<file path="src/rtl/alu_seq.sv">
// rtl/alu_seq.sv - Multi-cycle integer ALU with the RV32M multiply/divide group
//
// Base ops finish in one registered cycle. MUL*/DIV*/REM* run WIDTH iterations
// of shift-add or restoring divide on operand magnitudes, then a fix-up cycle.
// Ports:
//   clk, rst_n          clock, asynchronous active-low reset
//   flush               synchronous abort of in-flight op and pending result
//   in_valid/in_ready   operation handshake (in_a, in_b, control)
//   control             [4]=0 base op in [3:0]; [4]=1 M op, funct3 in [2:0]
//   out_valid/out_ready result handshake (alu_out, zero)
module alu_seq #(
  parameter int WIDTH = 32,
  parameter int SHW   = $clog2(WIDTH)
) (
  input  logic             clk,
  input  logic             rst_n,
  input  logic             flush,
  input  logic             in_valid,
  output logic             in_ready,
  input  logic [WIDTH-1:0] in_a,
  input  logic [WIDTH-1:0] in_b,
  input  logic [4:0]       control,
  output logic             out_valid,
  input  logic             out_ready,
  output logic [WIDTH-1:0] alu_out,
  output logic             zero
);

  typedef enum logic [1:0] {S_IDLE, S_ITER, S_FIX, S_HOLD} state_e;

  localparam int             CW       = SHW + 1;
  localparam logic [CW-1:0]  ITERS    = CW'(WIDTH);
  localparam logic [WIDTH-1:0] ALL_ONES = '1;
  localparam logic [WIDTH-1:0] MIN_NEG  = {1'b1, {(WIDTH-1){1'b0}}};

  state_e               state_q;
  logic [CW-1:0]        cnt_q;
  // Multiply: {partial product hi, remaining multiplier}.
  // Divide:   {partial remainder, dividend shifting out / quotient shifting in}.
  logic [2*WIDTH-1:0]   acc_q;
  logic [WIDTH-1:0]     opb_q;
  logic [2:0]           f3_q;
  logic                 a_neg_q;
  logic                 b_neg_q;
  logic                 out_valid_q;
  logic [WIDTH-1:0]     res_q;
  logic                 zero_q;

  logic                 accept;

  assign in_ready  = !flush && ((state_q == S_IDLE) || (state_q == S_HOLD && out_ready));
  assign accept    = in_valid && in_ready;
  assign out_valid = out_valid_q;
  assign alu_out   = res_q;
  assign zero      = zero_q;

  // Base ALU
  logic [SHW-1:0]   shamt;
  logic [WIDTH-1:0] base_res;
  assign shamt = in_b[SHW-1:0];

  always_comb begin
    base_res = in_a;
    case (control[3:0])
      4'b0000: base_res = in_a + in_b;
      4'b1000: base_res = in_a - in_b;
      4'b0001: base_res = in_a << shamt;
      4'b0101: base_res = in_a >> shamt;
      4'b1101: base_res = $signed(in_a) >>> shamt;
      4'b0010: base_res = {{(WIDTH-1){1'b0}}, $signed(in_a) < $signed(in_b)};
      4'b0011: base_res = {{(WIDTH-1){1'b0}}, in_a < in_b};
      4'b0100: base_res = in_a ^ in_b;
      4'b0110: base_res = in_a | in_b;
      4'b0111: base_res = in_a & in_b;
      default: base_res = in_a;
    endcase
  end

  // M-op setup: operand magnitudes and the special cases that skip iteration
  logic [2:0]       f3;
  logic             is_div;
  logic             a_sgn;
  logic             b_sgn;
  logic             a_neg;
  logic             b_neg;
  logic [WIDTH-1:0] a_mag;
  logic [WIDTH-1:0] b_mag;
  logic             fast;
  logic [WIDTH-1:0] fast_res;
  logic [WIDTH-1:0] acc_res;

  always_comb begin
    f3       = control[2:0];
    is_div   = f3[2];
    a_sgn    = is_div ? !f3[0] : (f3 == 3'b001 || f3 == 3'b010);
    b_sgn    = is_div ? !f3[0] : (f3 == 3'b001);
    a_neg    = a_sgn && in_a[WIDTH-1];
    b_neg    = b_sgn && in_b[WIDTH-1];
    a_mag    = a_neg ? -in_a : in_a;
    b_mag    = b_neg ? -in_b : in_b;
    fast     = 1'b0;
    fast_res = '0;
    if (is_div && in_b == '0) begin
      fast     = 1'b1;
      fast_res = f3[1] ? in_a : ALL_ONES;
    end else if (is_div && !f3[0] && in_a == MIN_NEG && in_b == ALL_ONES) begin
      fast     = 1'b1;
      fast_res = f3[1] ? '0 : in_a;
    end
    acc_res = control[4] ? fast_res : base_res;
  end

  // One iteration step
  logic [WIDTH-1:0]   mul_add;
  logic [WIDTH:0]     mul_sum;
  logic [WIDTH:0]     div_shift;
  logic [WIDTH:0]     div_diff;
  logic [2*WIDTH-1:0] acc_step;

  always_comb begin
    mul_add   = acc_q[0] ? opb_q : '0;
    mul_sum   = {1'b0, acc_q[2*WIDTH-1:WIDTH]} + {1'b0, mul_add};
    div_shift = {acc_q[2*WIDTH-1:WIDTH], acc_q[WIDTH-1]};
    div_diff  = div_shift - {1'b0, opb_q};
    if (f3_q[2]) begin
      // A borrow means the divisor did not fit: keep the shifted remainder.
      acc_step = div_diff[WIDTH] ? {div_shift[WIDTH-1:0], acc_q[WIDTH-2:0], 1'b0}
                                 : {div_diff[WIDTH-1:0],  acc_q[WIDTH-2:0], 1'b1};
    end else begin
      acc_step = {mul_sum, acc_q[WIDTH-1:1]};
    end
  end

  // Fix-up: restore signs and select the requested half
  logic [2*WIDTH-1:0] prod_fix;
  logic [WIDTH-1:0]   quo_fix;
  logic [WIDTH-1:0]   rem_fix;
  logic [WIDTH-1:0]   fix_res;

  always_comb begin
    prod_fix = (a_neg_q ^ b_neg_q) ? -acc_q : acc_q;
    quo_fix  = (a_neg_q ^ b_neg_q) ? -acc_q[WIDTH-1:0] : acc_q[WIDTH-1:0];
    rem_fix  = a_neg_q ? -acc_q[2*WIDTH-1:WIDTH] : acc_q[2*WIDTH-1:WIDTH];
    if (f3_q[2]) begin
      fix_res = f3_q[1] ? rem_fix : quo_fix;
    end else begin
      fix_res = (f3_q[1:0] == 2'b00) ? prod_fix[WIDTH-1:0] : prod_fix[2*WIDTH-1:WIDTH];
    end
  end

  always_ff @(posedge clk or negedge rst_n) begin
    if (!rst_n) begin
      state_q     <= S_IDLE;
      cnt_q       <= '0;
      acc_q       <= '0;
      opb_q       <= '0;
      f3_q        <= '0;
      a_neg_q     <= 1'b0;
      b_neg_q     <= 1'b0;
      out_valid_q <= 1'b0;
      res_q       <= '0;
      zero_q      <= 1'b1;
    end else if (flush) begin
      state_q     <= S_IDLE;
      out_valid_q <= 1'b0;
      cnt_q       <= '0;
    end else begin
      case (state_q)
        S_ITER: begin
          acc_q <= acc_step;
          cnt_q <= cnt_q - CW'(1);
          if (cnt_q == CW'(1)) state_q <= S_FIX;
        end
        S_FIX: begin
          res_q       <= fix_res;
          zero_q      <= (fix_res == '0);
          out_valid_q <= 1'b1;
          state_q     <= S_HOLD;
        end
        default: begin
          if (state_q == S_HOLD && out_ready) begin
            state_q     <= S_IDLE;
            out_valid_q <= 1'b0;
          end
          if (accept) begin
            if (!control[4] || fast) begin
              res_q       <= acc_res;
              zero_q      <= (acc_res == '0);
              out_valid_q <= 1'b1;
              state_q     <= S_HOLD;
            end else begin
              acc_q       <= {{WIDTH{1'b0}}, a_mag};
              opb_q       <= b_mag;
              f3_q        <= f3;
              a_neg_q     <= a_neg;
              b_neg_q     <= b_neg;
              cnt_q       <= ITERS;
              out_valid_q <= 1'b0;
              state_q     <= S_ITER;
            end
          end
        end
      endcase
    end
  end

endmodule

</file>
<file path="config.mk">
export PLATFORM = sky130hd
export DESIGN_NAME = alu_seq
export DESIGN_NICKNAME = d
export VERILOG_FILES = /design/src/rtl/alu_seq.sv
export SDC_FILE = /design/constraint.sdc
export NUM_CORES = 1
export LEC_CHECK = 0
export CORE_AREA = 5 5 214 216
export CTS_CLUSTER_DIAMETER = 120
export DETAILED_ROUTE_END_ITERATION = 12
export DIE_AREA = 0 0 219 221
export PLACE_DENSITY_LB_ADDON = 0.1
export SYNTH_ARGS = -nofsm -noshare
export SYNTH_HDL_FRONTEND = slang
export SYNTH_SLANG_ARGS = --single-unit
</file>
<file path="constraint.sdc">
create_clock -name clk -period 3.5 [get_ports clk]
set_input_delay 0.7 -clock clk [delete_from_list [all_inputs] [get_ports clk]]
set_output_delay 0.7 -clock clk [all_outputs]
set_load 0.05 [all_outputs]
</file>
==> results.toml, run 1 <==
[run_status]
lastStage = "global routing"
status = "did not finish"
tool.error = "[ERROR GRT-0232] Routing congestion too high. Check the congestion heatmap in the GUI."

[grt]
grt-ovfl-total = 293
grt_max_degree = 72
track_usage = 0.798

[clocking]
numCtsBuffers = 17
cts.htree.levels = 4
cts_hold_buf = 0
cts.sinks = 143
cts_buffer_depth = 2
root_buffer = "clkbuf_16"

[place]
hpwlAfterDp_um = 105000
numPortBuffers = 108
dpl.cell_count = 4909
placedInstanceArea_um2 = 33500
gp_congestion = 1.25

[synthesis]
postSynthAreaPerCell_um2 = 7.14
ys_seq_area_frac = 0.144
synth_cell_type_count = 96
netlist_area_um2 = 24900
ys_seq_elements = 143
synth_warnings = 0
synth_edf_count = 0
synthArstFlopShare = 1.00
yosysTopAreaCell = "dfrtp_1"
synthTopCellsByArea = "dfrtp_1 14%, ha_1 8.8%, o21ai_0 6.9%, nand2_1 5.7%, nor2_1 5.0%"
synth_top_flop_cell = "dfrtp_1"
syn_inst = 3494
synth_nets = 3747
synth_top_area_frac = 0.143

[sta]
worstEpCategory = "register data pin"
worst_endpoint = "acc_q[47]$_DFFE_PN0P_/D"

[floorplan]
die_y_um = 221
die_w_um = 219
io_pins = 109
placementRows = 77
initial_core_util = 0.570
[per-stage QoR]
stage	setup WS, ps	TNS, ps
after CTS	-192	-3290
after floorplan	-506	-1830
after global placement	-1350	-68880
after detailed placement	-1380	-78530
[metal layers]
layer	track usage	overflow
met1	0.805	1
met2	0.917	172
met3	0.688	11
met4	0.778	107
met5	0.416	2
[cell families after synthesis]
kind of cell | after synthesis | synth area share
multiplexers | 196 | 0.107
XOR/XNOR | 201 | 0.0706
buffers and inverters | 467 | 0.0733
adder cells (fa/ha/maj) | 179 | 0.0910
AO/OA/AOI/OAI | 1120 | 0.288
flip-flops | 143 | 0.144
AND/OR/NAND/NOR | 1188 | 0.226
[synth_stat cells (all sizes together), types with 54 or more instances]
library cell	number
nand2	376
o21ai	349
nor2	330
a21oi	241
clkbuf	231
inv	176
ha	175
dfrtp	142
xnor2	132
mux2i	114
nor3	81
nand3	76
xor2	69
buf	60
mux4	54
[what timing repair did]
item                       in CTS
setup endpoints to repair     102
resized for setup             432
buffers inserted               60
pin swaps                     136
cloned                          7
==> run 2, diff against run 1 <==
==> config.mk (replaced) <==
export PLATFORM = sky130hd
export DESIGN_NAME = alu_seq
export DESIGN_NICKNAME = d
export VERILOG_FILES = /design/src/rtl/alu_seq.sv
export SDC_FILE = /design/constraint.sdc
export NUM_CORES = 1
export LEC_CHECK = 0
export CORE_AREA = 5 5 256 258
export DETAILED_ROUTE_END_ITERATION = 12
export DIE_AREA = 0 0 261 263
export PLACE_DENSITY_LB_ADDON = 0.15
export SYNTH_ARGS = -nofsm -noshare
export SYNTH_HDL_FRONTEND = slang
export SYNTH_SLANG_ARGS = --single-unit
==> constraint.sdc (replaced) <==
create_clock -name clk -period 4.5 [get_ports clk]
set_input_delay 0.9 -clock clk [delete_from_list [all_inputs] [get_ports clk]]
set_output_delay 0.9 -clock clk [all_outputs]
set_load 0.05 [all_outputs]
==> run 2 against run 1 <==
  * The flow now finishes, with violations (setup timing)
  * Area after synthesis stayed put
  * Synthesized cell count stayed put
==> results.toml, run 2 <==
[run_status]
status = "complete, but fails checks"
violations = "setup timing"

[sta]
slew_violations = 0
slew_headroom = 0.284
finalWorstSetupSlack_ps = -73.6
worst_pin_slew_ps = 1070
tns_ps = -73.6
fin_crit_sh = 1.02
skew_ps = 19.0
rsz0062_at_grt = "true"
hold_viol = 0
setup_viol = 1
max_freq_mhz = 219
fin_crit_ps = 4570

[synthesis]
synth_cell_type_count = 96
syn_inst = 3494
synth_edf_count = 0
synth_most_common_cell = "nand2_1"
synthTopCellsByArea = "dfrtp_1 14%, ha_1 8.8%, o21ai_0 6.9%, nand2_1 5.7%, nor2_1 5.0%"
synthArstFlopShare = 1.00
ys_seq_elements = 143
synth_top_flop_cell = "dfrtp_1"
synth_warnings = 0
synth_nets = 3747
netlist_area_um2 = 24900
yosysTopAreaCell = "dfrtp_1"
synth_top_area_frac = 0.143
synth_common_cells = "376 x nand2_1, 343 x o21ai_0, 330 x nor2_1"
ys_seq_area_frac = 0.144
postSynthAreaPerCell_um2 = 7.14

[worst_setup_path]
r2r_start = "acc_q[41]"
endpoint_kind = "flop"
crit_top_cell = "buf_4"
critical_path_buf_inv_count = 4
arrival_ps = 4950
critPathKind = "primary input to flop"
required_ps = 4880
slowest_stage = "o311ai_0"
crit_start = "in_a[1]"
crit_path_max_fanout = 4
slowest_delay_ps = 520
cpLargestDelayFamily = "compound AO/OA/AOI/OAI gates"
start_kind = "primary input"
path_depth = 16
crit_chain = "clkdlybuf4s50_1, buf_4, ha_1, a21oi_1, a2111oi_4, o311ai_0, buf_4, a41oi_1, a221oi_1, nor2_1, o221ai_1, nand4_1, nor4_2, buf_4, nand2_1, o21ai_1"
worstRegToRegCells = 14

[cells_and_area]
seqCellArea_um2 = 3580
regMostFlops = "acc_q"
fillers = 6161
final_cells = 4964
largest_reg_flops = 64
layout_common_cells = "759 x buf_4, 374 x nand2_1, 335 x o21ai_0, 329 x nor2_1, 236 x a21oi_1"
multi_input_area_um2 = 20000
drive_above_1_share = 0.245
stdcell_area_um2 = 32900
final_common_cell = "buf_4"
fin_nets = 4357
area_growth_pct = 32.0

[place]
numPortBuffers = 108
dpl.cell_count = 4928
hpwlAfterDp_um = 114000
gp_congestion = 1.11
placedInstanceArea_um2 = 32000

[clocking]
clkSlewWorstSetupHoldPaths_ps = 80
cts_tree = "done"
cts.sinks = 143
cts_hold_buf = 0
cts.htree.levels = 4
clk-insertion-delay-late_ps = 460
cts_buffer_depth = 2
numCtsBuffers = 17
root_buffer = "clkbuf_16"

[power_and_ir_drop]
p_leak_nw = 14.8
p_sw_frac = 0.554
peakVddDrop_uv = 326
p_int_mw = 7.62
powerDensity_nw_per_um2 = 519
seq_power_share = 0.148
p_clk_frac = 0.084
switchingPower_mw = 9.47
combPwrFrac = 0.768

[grt]
grt_max_degree = 96
grt-ovfl-total = 0
grt_pass1_vias = 29951
track_usage = 0.385
grt_pass1_wl_um = 200000
antenna_found_initial = 2

[drt]
drtIter0Drc = 3926
drt_wl_total_um = 139000
avgRoutedWirePerCell_um = 27.9
route.antenna.remaining_nets = 0
vias_per_cell = 6.30
drt-pass1-iter-count = 8
routed-via-count = 31263
drc = 0

[floorplan]
die_y_um = 263
placementRows = 92
core_area_um2 = 62700
initial_core_util = 0.397
die-area_um2 = 68600
die_w_um = 261
io_pins = 109

[hold_path]
hold_path_class = "primary input to asynchronous set/reset pin"

[run]
cap_violations = 0
==> run 2: cell counts after synthesis <==
No cell type changed its count.
==> run 2: per-layer routing <==
layer  share of wire  global-route usage  vias up
met3           0.076              0.0519      483
met5        0.000087                   0        -
li1                -                   -    13984
met4           0.088               0.259        2
met2            0.45               0.620     1796
met1            0.39               0.477    14998
==> run 2: power groups by stage <==
stage | registers, mW | clock network [mW] | logic, mW
2_1_floorplan | 2.63 | 0 | 7.52
3_3_place_gp | 2.50 | 0 | 12.5
3_5_place_dp | 2.53 | 0 | 12.7
4_1_cts | 2.51 | 1.46 | 12.8
5_1_grt | 2.59 | 1.49 | 13.9
6_report | 2.52 | 1.44 | 13.1
==> run 2: final timing paths <==
check                            endpoint  slack, ps
worst max-delay path                 zero        -70
worst min-delay path             cnt_q[2]        450
worst max register to register       zero        -30
worst min register to register  opb_q[22]        480
max in group asynchronous       acc_q[60]       2990
min in group clk                opb_q[22]        480
==> run 2: kinds of logic (layout without fill, tap and decap cells) <==
kind of cell,after synthesis,in the layout,share of synthesized area
buf+inv,467,1089,0.0733
mux,196,196,0.107
xor+xnor,201,201,0.0706
other cells,0,2,0
simple gates,1188,1188,0.226
flops,143,143,0.144
fa+ha+maj,179,179,0.0910
compound gates,1120,1120,0.288
==> run 2: layout make-up <==
class                   instances  area share
clock inverters                14     0.00426
flip-flops and latches        143       0.109
diodes                          2    0.000152
clock buffers                  17      0.0129
well taps                     846      0.0322
repair buffers                882       0.215
inverters                     176      0.0202
multi-input cells            2884       0.607
==> run 2: metrics by stage <==
stage	utilization	setup slack (ps)	hold WS (ps)	total power, mW
2_1_floorplan	-	12.2	449	10.1
3_3_place_gp	0.510	-684	451	15.0
3_5_place_dp	0.510	-661	460	15.2
4_1_cts	0.521	1.90	481	16.7
5_1_grt	0.524	-194	504	18.0
6_report	0.524	-73.6	455	17.1
==> run 2: what timing repair did <==
item / in CTS / in global routing
hold endpoints to repair: 0 / 0
resized for setup: 21 / 41
setup endpoints to repair: 5 / 15
buffers inserted: 0 / 3
pin swaps: 2 / 13
(Power assumes the default switching activity.)
